--- src/rtl/intersection_phase_scheduler_pkg.sv ---
// Shared types and constants for the intersection phase scheduler:
// state encoding, lamp one-hot patterns and default interval lengths.
package tlc_pkg;

  typedef enum logic [2:0] {
    MAIN_G = 3'd0,
    MAIN_Y = 3'd1,
    AR_MS  = 3'd2,
    SIDE_G = 3'd3,
    SIDE_Y = 3'd4,
    AR_SM  = 3'd5,
    WALK   = 3'd6
  } state_t;

  // Lamp vectors are packed as {green, yellow, red}
  typedef logic [2:0] lamp_t;
  localparam lamp_t RED    = 3'b001;
  localparam lamp_t YELLOW = 3'b010;
  localparam lamp_t GREEN  = 3'b100;

  localparam int GREEN_MIN_DEF = 8;
  localparam int GREEN_MAX_DEF = 20;
  localparam int YELLOW_T_DEF  = 3;
  localparam int ALLRED_T_DEF  = 2;
  localparam int WALK_T_DEF    = 6;

  function automatic int max_of(input int a, input int b);
    return (a > b) ? a : b;
  endfunction

endpackage

--- src/rtl/intersection_phase_scheduler_phase_timer.sv ---
// Saturating phase timer: cleared on every phase entry, flags once the
// count has reached the limit selected for the current phase.
module phase_timer #(
  parameter int W = 6
) (
  input  logic         clk,
  input  logic         reset,
  input  logic         clear,
  input  logic         enable,
  input  logic [W-1:0] limit,
  output logic [W-1:0] count,
  output logic         at_limit
);

  localparam logic [W-1:0] COUNT_MAX = '1;

  always_ff @(posedge clk) begin
    if (reset || clear) begin
      count <= '0;
    end else if (enable && (count != COUNT_MAX)) begin
      count <= count + 1'b1;
    end
  end

  assign at_limit = (count >= limit);

endmodule

--- src/rtl/intersection_phase_scheduler.sv ---
// Right-of-way authority for a main/side intersection with a pedestrian
// crossing: phase FSM, latched pedestrian request and registered lamps.
module intersection_phase_scheduler
  import tlc_pkg::*;
#(
  parameter int GREEN_MIN = GREEN_MIN_DEF,
  parameter int GREEN_MAX = GREEN_MAX_DEF,
  parameter int YELLOW_T  = YELLOW_T_DEF,
  parameter int ALLRED_T  = ALLRED_T_DEF,
  parameter int WALK_T    = WALK_T_DEF
) (
  input  logic       clk,
  input  logic       reset,
  input  logic       side_req,
  input  logic       ped_btn,
  output logic       main_red,
  output logic       main_yellow,
  output logic       main_green,
  output logic       side_red,
  output logic       side_yellow,
  output logic       side_green,
  output logic       walk,
  output logic       ped_ack,
  output logic [2:0] state
);

  localparam int MAX_PARAM = max_of(max_of(max_of(GREEN_MIN, GREEN_MAX),
                                           max_of(YELLOW_T, ALLRED_T)), WALK_T);
  localparam int TW = $clog2(MAX_PARAM) + 1;

  localparam logic [TW-1:0] GMIN_L  = TW'(GREEN_MIN - 1);
  localparam logic [TW-1:0] GMAX_L  = TW'(GREEN_MAX - 1);
  localparam logic [TW-1:0] YEL_L   = TW'(YELLOW_T - 1);
  localparam logic [TW-1:0] AR_L    = TW'(ALLRED_T - 1);
  localparam logic [TW-1:0] WALK_L  = TW'(WALK_T - 1);

  state_t          cur_state;
  state_t          nxt_state;
  logic [TW-1:0]   timer;
  logic [TW-1:0]   limit;
  logic            at_limit;
  logic            ped_pending;
  logic            entering_walk;
  lamp_t           main_lamp;
  lamp_t           side_lamp;
  lamp_t           main_nxt;
  lamp_t           side_nxt;
  logic            walk_lamp;
  logic            walk_nxt;
  logic            ack_reg;
  logic            ack_nxt;

  always_comb begin
    limit = GMIN_L;
    case (cur_state)
      MAIN_G:         limit = GMIN_L;
      MAIN_Y, SIDE_Y: limit = YEL_L;
      AR_MS, AR_SM:   limit = AR_L;
      SIDE_G:         limit = GMAX_L;
      WALK:           limit = WALK_L;
      default:        limit = GMIN_L;
    endcase
  end

  phase_timer #(.W(TW)) u_timer (
    .clk      (clk),
    .reset    (reset),
    .clear    (nxt_state != cur_state),
    .enable   (1'b1),
    .limit    (limit),
    .count    (timer),
    .at_limit (at_limit)
  );

  always_ff @(posedge clk) begin
    if (reset) begin
      cur_state <= MAIN_G;
      main_lamp <= GREEN;
      side_lamp <= RED;
      walk_lamp <= 1'b0;
      ack_reg   <= 1'b0;
    end else begin
      cur_state <= nxt_state;
      main_lamp <= main_nxt;
      side_lamp <= side_nxt;
      walk_lamp <= walk_nxt;
      ack_reg   <= ack_nxt;
    end
  end

  // Pedestrians beat side traffic at the all-red decision point.
  always_comb begin
    nxt_state = cur_state;
    case (cur_state)
      MAIN_G: if (at_limit && (side_req || ped_pending)) nxt_state = MAIN_Y;
      MAIN_Y: if (at_limit) nxt_state = AR_MS;
      AR_MS:  if (at_limit) nxt_state = ped_pending ? WALK : SIDE_G;
      SIDE_G: if (at_limit || ((timer >= GMIN_L) && !side_req)) nxt_state = SIDE_Y;
      SIDE_Y: if (at_limit) nxt_state = AR_SM;
      WALK:   if (at_limit) nxt_state = AR_SM;
      AR_SM:  if (at_limit) nxt_state = MAIN_G;
      default: nxt_state = MAIN_G;
    endcase
  end

  assign entering_walk = (nxt_state == WALK) && (cur_state != WALK);

  always_comb begin
    main_nxt = RED;
    side_nxt = RED;
    walk_nxt = 1'b0;
    ack_nxt  = entering_walk;
    case (nxt_state)
      MAIN_G:  main_nxt = GREEN;
      MAIN_Y:  main_nxt = YELLOW;
      SIDE_G:  side_nxt = GREEN;
      SIDE_Y:  side_nxt = YELLOW;
      WALK:    walk_nxt = 1'b1;
      default: ;
    endcase
  end

  // Clearing on WALK entry deliberately overrides a press in the same cycle.
  always_ff @(posedge clk) begin
    if (reset || entering_walk) begin
      ped_pending <= 1'b0;
    end else if (ped_btn && (cur_state != WALK)) begin
      ped_pending <= 1'b1;
    end
  end

  assign {main_green, main_yellow, main_red} = main_lamp;
  assign {side_green, side_yellow, side_red} = side_lamp;
  assign walk    = walk_lamp;
  assign ped_ack = ack_reg;
  assign state   = cur_state;

endmodule

--- config.mk ---
export PLATFORM = sky130hd
export DESIGN_NAME = intersection_phase_scheduler
export DESIGN_NICKNAME = d
export VERILOG_FILES = /design/src/rtl/intersection_phase_scheduler_pkg.sv /design/src/rtl/intersection_phase_scheduler_phase_timer.sv /design/src/rtl/intersection_phase_scheduler.sv
export SDC_FILE = /design/constraint.sdc
export NUM_CORES = 1
export LEC_CHECK = 0
export ABC_AREA = 1
export CORE_ASPECT_RATIO = 0.6
export CORE_MARGIN = 2
export CORE_UTILIZATION = 47
export DETAILED_ROUTE_END_ITERATION = 10
export DONT_BUFFER_PORTS = 1
export PLACE_DENSITY_LB_ADDON = 0.25
export SETUP_SLACK_MARGIN = 0.3
export SLEW_MARGIN = 20
export SYNTH_ARGS = -nofsm -noshare
export SYNTH_HDL_FRONTEND = slang
export SYNTH_HIERARCHICAL = 1
export SYNTH_SLANG_ARGS = --single-unit
--- constraint.sdc ---
create_clock -name clk -period 4.3 [get_ports clk]
set_clock_uncertainty 0.1 [all_clocks]
set_input_delay 0.86 -clock clk [delete_from_list [all_inputs] [get_ports clk]]
set_output_delay 0.86 -clock clk [all_outputs]
set_load 0.05 [all_outputs]
==> run summary <==
status: finished clean
RSZ-0062 raised after global routing: false
initial antenna violation count: 0
drt total wl: 2.61 mm
synth top area cells: dfxtp_1, nand2_1, inv_1, ha_1, nor2_1
hold depth: 2
Nets: 195
Initial Utilization: 0.514
Worst-Skew Late Latency: 0.25 ns
DP Worst Slack: 0.789 ns
crit path DAT: 3.68 ns
Root Buffer: clkbuf_8
Inst Count DP: 209
Synth cell types: 25
worst hold slack: 0.447 ns
Routed Antenna Nets: 0
CP endpoint kind: flip-flop
Final setup violation count: 0
layout cells sized above 1: 0.148
Pwr Density: 266 nW/um^2
# diodes: 0
DRT Pass-1 Iters: 4
vias per cell: 5.04
area share of the largest cell type after synthesis: 0.312
IO buf count: 0
vias in the first global route: 907
pin count of the biggest net entering global routing: 11
Slew Limit Fails: 0
Routability Congestion: 0.860
CORE AREA: 2240 sq um
residual DRC count: 0
first-pass GRT wire length: 4.24 mm
Achievable Freq: 279 MHz
Static Leakage: 0.664 nW
Non-Filler Instances: 213
Seq/Total Area, Yosys: 0.312
Die Area: 2880 sq um
Placement Rows: 13
clk slew on worst S/H paths: 0.07 ns
initial DRC count: 55
Final Cell Area: 1280 sq um
Req. time, crit path: 4.39 ns
Power, Total: 0.340 mW
fillers: 196
via count: 1073
fin crit period: 3.59 ns
CTS tree: done
final hold viol count: 0
critical path peak fanout: 8
worst r2r src: state[0]
CTS Buf Count: 3
gr usage total: 0.200
R2R Setup Slk: 0.71 ns
synthesized flop and latch total: 18
clk sinks: 18
Worst-Margin Slew: 0.773 ns
worst hold path class: flip-flop to flip-flop
Die Y: 42.4 um
maximum vdd ir drop: 0.251 mV
placed wire-length estimate: 2.03 mm
Final WS setup: 0.712 ns
postcts setup bufs: 0
CTS Buffer Depth: 2
Max Cap Viol: 0
mapped cell area: 1150 sq um
Worst R2R End: u_timer/count[2]
Final Cycle Share: 0.835
htree depth: 1
CTS hold repair buffers: 0
Sum Neg Setup Slack: 0 ns
Reg2Reg Depth: 18
Hold Crit Start: ped_pending
Worst Hold Endpoint: ped_pending
area grow syn2layout: 10.6%
Syn Area/Cell: 6.71 sq um
grt ovf: 0
Util after Layout: 0.569
Placed Area: 1220 sq um
IO Count: 15
Worst setup SP type: flip-flop
CP Class: flip-flop to flip-flop
CTS resizes: 0
Wirelength per Cell: 12.2 um
cell count after synthesis: 172
die span in x: 68.0 um
Yosys top cell by area: dfxtp_1
Synth warnings: 6
Max transition margin: 0.484
-- state kept, by name, indices dropped and copies added, names as in the netlist --
name	cells
ped_pending	1
walk	1
main_lamp	3
side_lamp	3
u_timer/count	6
state	3
ped_ack	1
-- cell type report --
cell class	instances	area (sq um)	area share
tap	30	37.5	0.0294
clock buffer	4	55.1	0.0431
inverter	33	124	0.0971
sequential	18	360	0.282
timing repair buffer	2	15.0	0.0118
multi-input combinational	126	684	0.536
-- cell usage in the layout, fill, tap and decap left out, drive strengths merged --
master,count
clkbuf,4
xor2,1
o21a,1
nor2,28
o211ai,1
inv,33
ha,7
nand3,16
a21boi,1
nand2,39
a211oi,1
conb,8
buf,2
nor3,1
nand4,3
a21oi,6
o21ai,13
dfxtp,18
-- routing by layer --
metal	global-route usage	up-vias	wire, um
met5	0	-	0
met4	0.0600	0	31
met3	0.0430	5	192
met2	0.266	39	1010
met1	0.314	473	1370
li1	-	556	-
-- worst max-delay path: stages (launching register included) --
cell and delay (ns):
dfxtp_1 0.79, nand2_1 0.24, nor2_1 0.14, a21oi_1 0.06
ha_1 0.33, inv_1 0.04, a21boi_0 0.13, o21ai_0 0.10
o211ai_1 0.29, inv_2 0.14, nand3_2 0.17, inv_1 0.06
nor2_1 0.18, nand2_1 0.10, nand2_1 0.07, nand2_1 0.05
nor2_1 0.28, inv_1 0.12, a21oi_1 0.13
-- where the power goes --
part           total, mW  switching, mW  leakage, nW  internal [mW]
Sequential         0.177        0.00727        0.146          0.170
Clock              0.140         0.0583       0.0288         0.0814
Combinational     0.0229         0.0145        0.489        0.00840
Total              0.340         0.0800        0.664          0.260
-- synth_stat cells (all sizes together) --
master,number
xor2,1
nand2,39
nor2,28
nand4,3
ha,7
a21oi,6
inv,33
conb,2
o21ai,13
nand3,16
a211oi,1
dfxtp,18
buf,1
nor3,1
a21boi,1
o211ai,1
o21a,1
-- logic make-up (layout without fill, tap and decap cells) --
logic type | count (synthesis) | after routing | synth area share
AO/OA/AOI/OAI | 23 | 23 | 0.115
XOR/XNOR | 1 | 1 | 0.00759
adder cells (fa/ha/maj) | 7 | 7 | 0.0759
buffers and inverters | 34 | 39 | 0.114
flip-flops | 18 | 18 | 0.312
other | 2 | 8 | 0.00651
AND/OR/NAND/NOR | 87 | 87 | 0.369
-- worst max path at each step --
stage / startpoint / endpoint / slack [ns]
3_3_place_gp: state[0] / u_timer/count[4] / 0.97
3_5_place_dp: state[0] / u_timer/count[2] / 0.79
6_report: state[0] / u_timer/count[2] / 0.71
5_1_grt: state[0] / u_timer/count[0] / 0.41
4_1_cts: state[0] / u_timer/count[2] / 0.75
2_1_floorplan: state[0] / u_timer/count[2] / 1.26
(Power assumes the default switching activity.)
